## src/rtl/rsa_engine_arbiter_if.sv

```systemverilog
// Request/response and engine-side bus of the shared modexp arbiter.
// The arbiter sits on the slave modport; clients plus the engine model sit on master.
interface rsa_engine_arbiter_if #(
    parameter int unsigned NUM_REQ = 4,
    parameter int unsigned WIDTH   = 32
);
    logic [NUM_REQ-1:0]       req_valid;
    logic [NUM_REQ-1:0]       req_ready;
    logic [NUM_REQ*WIDTH-1:0] req_msg;
    logic [NUM_REQ*WIDTH-1:0] req_exp;
    logic [NUM_REQ*WIDTH-1:0] req_mod;

    logic [NUM_REQ-1:0]       rsp_valid;
    logic [WIDTH-1:0]         rsp_data;
    logic                     rsp_err;

    logic                     eng_start;
    logic [WIDTH-1:0]         eng_msg;
    logic [WIDTH-1:0]         eng_exp;
    logic [WIDTH-1:0]         eng_mod;
    logic                     eng_done;
    logic [WIDTH-1:0]         eng_result;

    modport slave (
        input  req_valid, req_msg, req_exp, req_mod, eng_done, eng_result,
        output req_ready, rsp_valid, rsp_data, rsp_err,
               eng_start, eng_msg, eng_exp, eng_mod
    );

    modport master (
        output req_valid, req_msg, req_exp, req_mod, eng_done, eng_result,
        input  req_ready, rsp_valid, rsp_data, rsp_err,
               eng_start, eng_msg, eng_exp, eng_mod
    );
endinterface

```

## src/rtl/rsa_engine_arbiter.sv

```systemverilog
// Round-robin sharing of one modexp engine among NUM_REQ requesters, with a
// watchdog that aborts a job whose engine never reports done.
module rsa_engine_arbiter #(
    parameter int unsigned NUM_REQ     = 4,
    parameter int unsigned WIDTH       = 32,
    parameter int unsigned TIMEOUT_CYC = 4096,
    parameter int unsigned CW          = 13,
    localparam int unsigned IW         = (NUM_REQ > 1) ? $clog2(NUM_REQ) : 1
) (
    input  logic                 clk,
    input  logic                 reset_n,
    rsa_engine_arbiter_if.slave  bus,
    output logic                 busy,
    output logic [IW-1:0]        grant_id
);

    typedef enum logic [1:0] {StIdle, StIssue, StWait, StResp} state_e;

    localparam logic [IW:0]    NumReqW = (IW + 1)'(NUM_REQ);
    localparam logic [CW-1:0]  WdLast  = CW'(TIMEOUT_CYC - 1);
    localparam logic [WIDTH-1:0] ModMin = WIDTH'(2);

    state_e               state_q, state_d;
    logic [IW-1:0]        rr_ptr_q, rr_ptr_d;
    logic [IW-1:0]        grant_id_q, grant_id_d;
    logic [CW-1:0]        wd_q, wd_d;
    logic [WIDTH-1:0]     result_q, result_d;
    logic                 err_q, err_d;
    logic                 busy_q, busy_d;

    logic [NUM_REQ-1:0]   req_ready_q, req_ready_d;
    logic [NUM_REQ-1:0]   rsp_valid_q, rsp_valid_d;
    logic [WIDTH-1:0]     rsp_data_q, rsp_data_d;
    logic                 rsp_err_q, rsp_err_d;
    logic                 eng_start_q, eng_start_d;
    logic [WIDTH-1:0]     eng_msg_q, eng_msg_d;
    logic [WIDTH-1:0]     eng_exp_q, eng_exp_d;
    logic [WIDTH-1:0]     eng_mod_q, eng_mod_d;

    // Per-requester operand views of the flattened buses.
    logic [WIDTH-1:0]     msg_arr [NUM_REQ];
    logic [WIDTH-1:0]     exp_arr [NUM_REQ];
    logic [WIDTH-1:0]     mod_arr [NUM_REQ];

    for (genvar g = 0; g < NUM_REQ; g++) begin : g_unpack
        assign msg_arr[g] = bus.req_msg[g*WIDTH +: WIDTH];
        assign exp_arr[g] = bus.req_exp[g*WIDTH +: WIDTH];
        assign mod_arr[g] = bus.req_mod[g*WIDTH +: WIDTH];
    end

    // Round-robin pick: rotate valids so rr_ptr lands at bit 0, take the lowest set bit.
    logic [2*NUM_REQ-1:0] rot_valid;
    logic                 pick_found;
    logic [IW-1:0]        pick_off;
    logic [IW:0]          pick_sum;
    logic [IW-1:0]        pick_id;
    logic [IW:0]          next_sum;
    logic [IW-1:0]        next_ptr;

    always_comb begin
        rot_valid  = {bus.req_valid, bus.req_valid} >> rr_ptr_q;
        pick_found = 1'b0;
        pick_off   = '0;
        for (int k = int'(NUM_REQ) - 1; k >= 0; k--) begin
            if (rot_valid[k]) begin
                pick_found = 1'b1;
                pick_off   = k[IW-1:0];
            end
        end

        pick_sum = {1'b0, rr_ptr_q} + {1'b0, pick_off};
        if (pick_sum >= NumReqW) begin
            pick_sum = pick_sum - NumReqW;
        end
        pick_id = pick_sum[IW-1:0];

        next_sum = {1'b0, pick_id} + (IW + 1)'(1);
        if (next_sum >= NumReqW) begin
            next_sum = '0;
        end
        next_ptr = next_sum[IW-1:0];
    end

    always_comb begin
        state_d     = state_q;
        rr_ptr_d    = rr_ptr_q;
        grant_id_d  = grant_id_q;
        wd_d        = wd_q;
        result_d    = result_q;
        err_d       = err_q;
        eng_msg_d   = eng_msg_q;
        eng_exp_d   = eng_exp_q;
        eng_mod_d   = eng_mod_q;
        req_ready_d = '0;
        rsp_valid_d = '0;
        rsp_data_d  = '0;
        rsp_err_d   = 1'b0;
        eng_start_d = 1'b0;

        unique case (state_q)
            StIdle: begin
                if (pick_found) begin
                    req_ready_d[pick_id] = 1'b1;
                    eng_msg_d            = msg_arr[pick_id];
                    eng_exp_d            = exp_arr[pick_id];
                    eng_mod_d            = mod_arr[pick_id];
                    grant_id_d           = pick_id;
                    rr_ptr_d             = next_ptr;
                    state_d              = StIssue;
                end
            end
            StIssue: begin
                wd_d = '0;
                // A modulus below 2 has no meaningful result; skip the engine entirely.
                if (eng_mod_q < ModMin) begin
                    err_d    = 1'b1;
                    result_d = '0;
                    state_d  = StResp;
                end else begin
                    eng_start_d = 1'b1;
                    state_d     = StWait;
                end
            end
            StWait: begin
                wd_d = wd_q + 1'b1;
                if (bus.eng_done) begin
                    result_d = bus.eng_result;
                    err_d    = 1'b0;
                    state_d  = StResp;
                end else if (wd_q == WdLast) begin
                    err_d    = 1'b1;
                    result_d = '0;
                    state_d  = StResp;
                end
            end
            StResp: begin
                rsp_valid_d[grant_id_q] = 1'b1;
                rsp_data_d              = result_q;
                rsp_err_d               = err_q;
                state_d                 = StIdle;
            end
            default: state_d = StIdle;
        endcase

        busy_d = (state_d != StIdle);
    end

    always_ff @(posedge clk or negedge reset_n) begin
        if (!reset_n) begin
            state_q     <= StIdle;
            rr_ptr_q    <= '0;
            grant_id_q  <= '0;
            wd_q        <= '0;
            result_q    <= '0;
            err_q       <= 1'b0;
            busy_q      <= 1'b0;
            req_ready_q <= '0;
            rsp_valid_q <= '0;
            rsp_data_q  <= '0;
            rsp_err_q   <= 1'b0;
            eng_start_q <= 1'b0;
            eng_msg_q   <= '0;
            eng_exp_q   <= '0;
            eng_mod_q   <= '0;
        end else begin
            state_q     <= state_d;
            rr_ptr_q    <= rr_ptr_d;
            grant_id_q  <= grant_id_d;
            wd_q        <= wd_d;
            result_q    <= result_d;
            err_q       <= err_d;
            busy_q      <= busy_d;
            req_ready_q <= req_ready_d;
            rsp_valid_q <= rsp_valid_d;
            rsp_data_q  <= rsp_data_d;
            rsp_err_q   <= rsp_err_d;
            eng_start_q <= eng_start_d;
            eng_msg_q   <= eng_msg_d;
            eng_exp_q   <= eng_exp_d;
            eng_mod_q   <= eng_mod_d;
        end
    end

    assign bus.req_ready = req_ready_q;
    assign bus.rsp_valid = rsp_valid_q;
    assign bus.rsp_data  = rsp_data_q;
    assign bus.rsp_err   = rsp_err_q;
    assign bus.eng_start = eng_start_q;
    assign bus.eng_msg   = eng_msg_q;
    assign bus.eng_exp   = eng_exp_q;
    assign bus.eng_mod   = eng_mod_q;
    assign busy          = busy_q;
    assign grant_id      = grant_id_q;

endmodule

```

## src/flat_wrapper.sv

```systemverilog
// flat-port wrapper written by rule: the top's interface ports become plain ports
module rsa_engine_arbiter_flat 
#(
    parameter int unsigned NUM_REQ     = 4,
    parameter int unsigned WIDTH       = 32,
    parameter int unsigned TIMEOUT_CYC = 4096,
    parameter int unsigned CW          = 13,
    localparam int unsigned IW         = (NUM_REQ > 1) ? $clog2(NUM_REQ) : 1
)
  (clk, reset_n, busy, grant_id, bus_req_valid, bus_req_msg, bus_req_exp, bus_req_mod, bus_eng_done, bus_eng_result, bus_req_ready, bus_rsp_valid, bus_rsp_data, bus_rsp_err, bus_eng_start, bus_eng_msg, bus_eng_exp, bus_eng_mod);
  rsa_engine_arbiter_if #(.NUM_REQ(NUM_REQ), .WIDTH(WIDTH)) bus_i ();
  input  logic clk;
  input  logic reset_n;
  output logic busy;
  output logic [IW-1:0] grant_id;
  input wire logic [$bits(bus_i.req_valid)-1:0] bus_req_valid;
  input wire logic [$bits(bus_i.req_msg)-1:0] bus_req_msg;
  input wire logic [$bits(bus_i.req_exp)-1:0] bus_req_exp;
  input wire logic [$bits(bus_i.req_mod)-1:0] bus_req_mod;
  input wire logic [$bits(bus_i.eng_done)-1:0] bus_eng_done;
  input wire logic [$bits(bus_i.eng_result)-1:0] bus_eng_result;
  output wire logic [$bits(bus_i.req_ready)-1:0] bus_req_ready;
  output wire logic [$bits(bus_i.rsp_valid)-1:0] bus_rsp_valid;
  output wire logic [$bits(bus_i.rsp_data)-1:0] bus_rsp_data;
  output wire logic [$bits(bus_i.rsp_err)-1:0] bus_rsp_err;
  output wire logic [$bits(bus_i.eng_start)-1:0] bus_eng_start;
  output wire logic [$bits(bus_i.eng_msg)-1:0] bus_eng_msg;
  output wire logic [$bits(bus_i.eng_exp)-1:0] bus_eng_exp;
  output wire logic [$bits(bus_i.eng_mod)-1:0] bus_eng_mod;
  assign bus_i.req_valid = bus_req_valid;
  assign bus_i.req_msg = bus_req_msg;
  assign bus_i.req_exp = bus_req_exp;
  assign bus_i.req_mod = bus_req_mod;
  assign bus_i.eng_done = bus_eng_done;
  assign bus_i.eng_result = bus_eng_result;
  assign bus_req_ready = bus_i.req_ready;
  assign bus_rsp_valid = bus_i.rsp_valid;
  assign bus_rsp_data = bus_i.rsp_data;
  assign bus_rsp_err = bus_i.rsp_err;
  assign bus_eng_start = bus_i.eng_start;
  assign bus_eng_msg = bus_i.eng_msg;
  assign bus_eng_exp = bus_i.eng_exp;
  assign bus_eng_mod = bus_i.eng_mod;
  rsa_engine_arbiter #(.NUM_REQ(NUM_REQ), .WIDTH(WIDTH), .TIMEOUT_CYC(TIMEOUT_CYC), .CW(CW)) u_core (.clk(clk), .reset_n(reset_n), .bus(bus_i), .busy(busy), .grant_id(grant_id));
endmodule
```

## config.mk

```make
export PLATFORM = sky130hd
export DESIGN_NAME = rsa_engine_arbiter_flat
export DESIGN_NICKNAME = d
export VERILOG_FILES = /design/src/rtl/rsa_engine_arbiter_if.sv /design/src/rtl/rsa_engine_arbiter.sv /design/src/flat_wrapper.sv
export SDC_FILE = /design/constraint.sdc
export NUM_CORES = 1
export LEC_CHECK = 0
export BUFFER_PORTS_ARGS = -buffer_cell sky130_fd_sc_hd__buf_4
export CORE_AREA = 2 2 217 219
export CTS_CLUSTER_SIZE = 14
export DETAILED_ROUTE_END_ITERATION = 8
export DIE_AREA = 0 0 219 221
export PLACE_DENSITY_LB_ADDON = 0.05
export SETUP_SLACK_MARGIN = 0.02
export SLEW_MARGIN = 20
export SYNTH_ARGS = -nofsm -noshare
export SYNTH_HDL_FRONTEND = slang
export SYNTH_SLANG_ARGS = --single-unit
```

## constraint.sdc

```tcl
create_clock -name clk -period 6 [get_ports clk]
set_input_delay 0.3 -clock clk [delete_from_list [all_inputs] [get_ports clk]]
set_output_delay 0.3 -clock clk [all_outputs]
set_load 0.02 [all_outputs]
```

==> flow_metrics.env <==
export IMPL_maxCapViolations=0
export IMPL_startpoint="u_core.rr_ptr_q[0]"
export IMPL_std_cell_rows=79
export IMPL_cts_made_buffers=17
export IMPL_slew_violations=0
export IMPL_synth_sequential_area_ratio_pct=46.0
export IMPL_grt_start_max_net_pins=99
export IMPL_drt_iter0_markers=594
export IMPL_synth_top_flop_cell="sky130_fd_sc_hd__dfrtp_1"
export IMPL_dieArea_sq_mm=0.0484
export IMPL_final_min_period_over_clock_period_pct=61.5
export IMPL_clock_sinks=191
export IMPL_grt_first_pass_wirelength_mm=71.0
export IMPL_placedInstanceArea_sq_mm=0.0152
export IMPL_dieWidth_um=219
export IMPL_ff2ff_path_depth=11
export IMPL_r2r_end="u_core.bus.eng_mod[29]"
export IMPL_worst_skew_pair_late_latency_ns=0.47
export IMPL_arrival_ns=4.05
export IMPL_grt_util_all_layers_pct=20.0
export IMPL_comb_power_share_pct=65.0
export IMPL_post_cts_resize_count=0
export IMPL_async_flop_share_pct=100
export IMPL_cellInternalPower_mw=4.93
export IMPL_fmax_mhz=271
export IMPL_setup_total_negative_slack_ns=0
export IMPL_clock_tree_htree_level_count=4
export IMPL_finish_cell_count_without_fillers=2192
export IMPL_finalClockSkew_ns=0.0115
export IMPL_critical_path_peak_fanout=50
export IMPL_num_nets_final=1994
export IMPL_power_density_mw_per_mm2=602
export IMPL_syn_to_final_growth_pct=52.0
export IMPL_timing_reg2reg_setup_slack_ns=2.31
export IMPL_netlist_top_cells_area="sky130_fd_sc_hd__dfrtp_1, sky130_fd_sc_hd__nand2_1, sky130_fd_sc_hd__mux2_1, sky130_fd_sc_hd__mux2i_1, sky130_fd_sc_hd__o221ai_1"
export IMPL_synth_compound_gate_area_share_pct=12.3
export IMPL_seq_power_share_pct=22.7
export IMPL_outcome="complete, no violations"
export IMPL_place_ws_ns=2.28
export IMPL_yosys_area_share_xor_xnor_pct=0.915
export IMPL_clkSlewWorstSetupHoldPaths_ns=0.08
export IMPL_irDropWorstVdd_mv=0.638
export IMPL_synth_simple_gate_area_share_pct=16.0
export IMPL_synthesized_area_fraction_occupied_by_adder_cells_pct=1.20
export IMPL_cts_path_max_buffers=2
export IMPL_swShare_pct=48.2
export IMPL_post_route_cells_drive_above_1_share_pct=39.1
export IMPL_worst_slew_margin_rel_pct=38.2
export IMPL_via_per_inst=4.58
export IMPL_finalWeightedCongestion=0.847
export IMPL_p_sw_mw=4.59
export IMPL_nature_of_the_critical_path_startpoint="flip-flop"
export IMPL_synth_top_area_cell="sky130_fd_sc_hd__dfrtp_1"
export IMPL_post_route_worst_setup_slack_ns=2.31
export IMPL_leakagePower_nw=7.74
export IMPL_synth_edff_count=0
export IMPL_start_util_pct=22.6
export IMPL_synth_nets=1482
export IMPL_grt_setup_unrepaired="false"
export IMPL_dominant_combinational_cell_family_by_area_after_synthesis="multiplexers"
export IMPL_synth_distinct_cells=42
export IMPL_core_sq_mm=0.0461
export IMPL_synthesis_instances=1049
export IMPL_antenna_left=0
export IMPL_setup_viol=0
export IMPL_tritoncts="built"
export IMPL_portBuffers=563
export IMPL_drt_wl_total_mm=49.0
export IMPL_critical_path_endpoint="u_core.bus.eng_mod[29]"
export IMPL_initial_antenna_violation_count=16
export IMPL_timing_critical_path_required_ns=6.36
export IMPL_grt_overflow_total=0
export IMPL_timing_hold_ws_ns=0.0536
export IMPL_post_drt_wl_per_cell_um=22.3
export IMPL_drc=0
export IMPL_io_pin_count=564
export IMPL_hold_path_class="in2reg"
export IMPL_synth_avg_cell_area_sq_um=9.91
export IMPL_via_count=10000
export IMPL_number_of_storage_elements_in_the_synthesis_netlist=191
export IMPL_ctsRootBufferMaster="sky130_fd_sc_hd__clkbuf_16"
export IMPL_cts_hold_repair_buffers=1
export IMPL_dp_final_hpwl_mm=37.4
export IMPL_power_frac_clock_pct=12.3
export IMPL_area_of_the_mapped_netlist_sq_mm=0.0104
export IMPL_cts_setup_buffers=0
export IMPL_synth_largest_type_area_fraction_pct=46.0
export IMPL_finalHoldViolations=0
export IMPL_drt_pass1_iterations=5
export IMPL_numPlacedInstances=2148
export IMPL_max_slew_worst_pin_slew_ns=0.926
export IMPL_post_synth_mux_area_share_pct=19.8
export IMPL_chipHeight_um=221
export IMPL_design_area_sq_mm=0.0158
export IMPL_end_kind="flip-flop"
export IMPL_post_route_min_period_ns=3.69
export IMPL_first_global_vias=10500
export IMPL_synth_warning_count=0
export IMPL_worstReg2RegStart="u_core.rr_ptr_q[0]"
export IMPL_category_of_the_critical_setup_timing_path="reg2reg"
==> sequential cells by signal, indices dropped and copies added (netlist names), 2 cells and up <==
signal                count
u_core.bus.eng_exp       32
u_core.bus.eng_mod       32
u_core.bus.eng_msg       32
u_core.bus.rsp_data      32
u_core.result_q          32
u_core.wd_q              13
u_core.bus.req_ready      4
u_core.bus.rsp_valid      4
u_core.grant_id           2
u_core.rr_ptr_q           2
u_core.state_q            2
==> layer usage <==
| metal | track usage (%) | routed length (um) | up-vias |
|---|---|---|---|
| met2 | 33.8 | 24400 | 332 |
| li1 | - | - | 4759 |
| met5 | 0.808 | 130 | - |
| met3 | 7.63 | 4040 | 50 |
| met4 | 7.24 | 1180 | 12 |
| met1 | 22.9 | 19300 | 4876 |
==> power by group through the flow <==
stage	Combinational, mW	Sequential [mW]	Clock, mW
floorplan	3.73	2.56	0
global placement	6.28	2.18	0
detailed placement	6.32	2.17	0
CTS	6.33	2.17	1.21
global route	6.76	2.24	1.26
finish	6.18	2.16	1.17
==> critical path: stages, from the launching register on <==
cell and delay (ns):
sky130_fd_sc_hd__dfrtp_1 0.51, sky130_fd_sc_hd__nor2b_1 0.21, sky130_fd_sc_hd__a221o_1 0.28, sky130_fd_sc_hd__o21ai_1 0.08, sky130_fd_sc_hd__o221ai_1 0.17, sky130_fd_sc_hd__ha_4 0.20
sky130_fd_sc_hd__xor2_1 0.32, sky130_fd_sc_hd__xor2_4 0.15, sky130_fd_sc_hd__inv_4 0.52, sky130_fd_sc_hd__buf_4 0.51, sky130_fd_sc_hd__mux2_1 0.37, sky130_fd_sc_hd__o221ai_1 0.18
==> cells in the final DEF (no fill, tap or decap), types with 3 or more instances in the layout <==
cell	count
sky130_fd_sc_hd__buf_4	575
sky130_fd_sc_hd__nand2_1	304
sky130_fd_sc_hd__dfrtp_1	191
sky130_fd_sc_hd__mux2i_1	98
sky130_fd_sc_hd__o221ai_1	97
sky130_fd_sc_hd__mux2_1	96
sky130_fd_sc_hd__and2_1	34
sky130_fd_sc_hd__a22o_1	32
sky130_fd_sc_hd__nor2_1	18
sky130_fd_sc_hd__clkbuf_16	17
sky130_fd_sc_hd__diode_2	11
sky130_fd_sc_hd__and3_1	9
sky130_fd_sc_hd__ha_1	9
sky130_fd_sc_hd__inv_1	7
sky130_fd_sc_hd__xor2_1	7
sky130_fd_sc_hd__nor4_1	7
sky130_fd_sc_hd__o21ai_0	6
sky130_fd_sc_hd__inv_6	6
sky130_fd_sc_hd__nand4_1	5
sky130_fd_sc_hd__nand3_1	5
sky130_fd_sc_hd__o21ai_1	5
sky130_fd_sc_hd__a21oi_1	4
sky130_fd_sc_hd__or3_1	3
sky130_fd_sc_hd__nand2b_1	3
sky130_fd_sc_hd__clkinv_2	3
==> cell type report <==
class | instances | area [sq um]
inverters | 9 | 36.3
clock buffers | 18 | 439
flip-flops and latches | 191 | 4780
well taps | 607 | 759
fillers | 4919 | 30300
diodes | 11 | 27.5
clock inverters | 14 | 130
repair buffers | 578 | 4360
multi-input cells | 764 | 5270
==> kinds of logic after synthesis <==
logic type | count (synthesis)
multiplexers | 194
buffers and inverters | 94
adder cells (fa/ha/maj) | 10
flip-flops | 191
XOR/XNOR | 10
AO/OA/AOI/OAI | 153
AND/OR/NAND/NOR | 397
==> Yosys cell counts (9+ instances only) <==
library cell and number:
sky130_fd_sc_hd__and3_1 9, sky130_fd_sc_hd__nand2_1 306, sky130_fd_sc_hd__ha_1 10, sky130_fd_sc_hd__nor2_1 18, sky130_fd_sc_hd__buf_2 11, sky130_fd_sc_hd__and2_1 34
sky130_fd_sc_hd__mux2i_1 98, sky130_fd_sc_hd__clkbuf_1 69, sky130_fd_sc_hd__dfrtp_1 191, sky130_fd_sc_hd__a22o_1 32, sky130_fd_sc_hd__o221ai_1 97, sky130_fd_sc_hd__mux2_1 96
==> metrics by stage <==
stage | power (mW) | utilization [%]
finish | 9.51 | 34.3
detailed placement | 8.49 | 33.0
global route | 10.3 | 34.3
CTS | 9.71 | 34.3
floorplan | 6.29 | -
global placement | 8.45 | 33.0
==> worst min path at each step <==
| stage | startpoint | to | slack (ns) | depth (start not counted) |
|---|---|---|---|---|
| after floorplan | reset_n | u_core.bus.eng_exp[0] | 0.004 | 0 |
| after global placement | reset_n | u_core.bus.rsp_data[14] | 0.41 | 1 |
| after detailed placement | reset_n | u_core.bus.rsp_data[10] | 0.41 | 1 |
| after CTS | bus_eng_result[12] | u_core.result_q[12] | 0.01 | 2 |
| after global routing | bus_eng_result[5] | u_core.result_q[5] | 0.02 | 2 |
| final | bus_eng_result[12] | u_core.result_q[12] | 0.05 | 2 |
(Power assumes the default switching activity.)
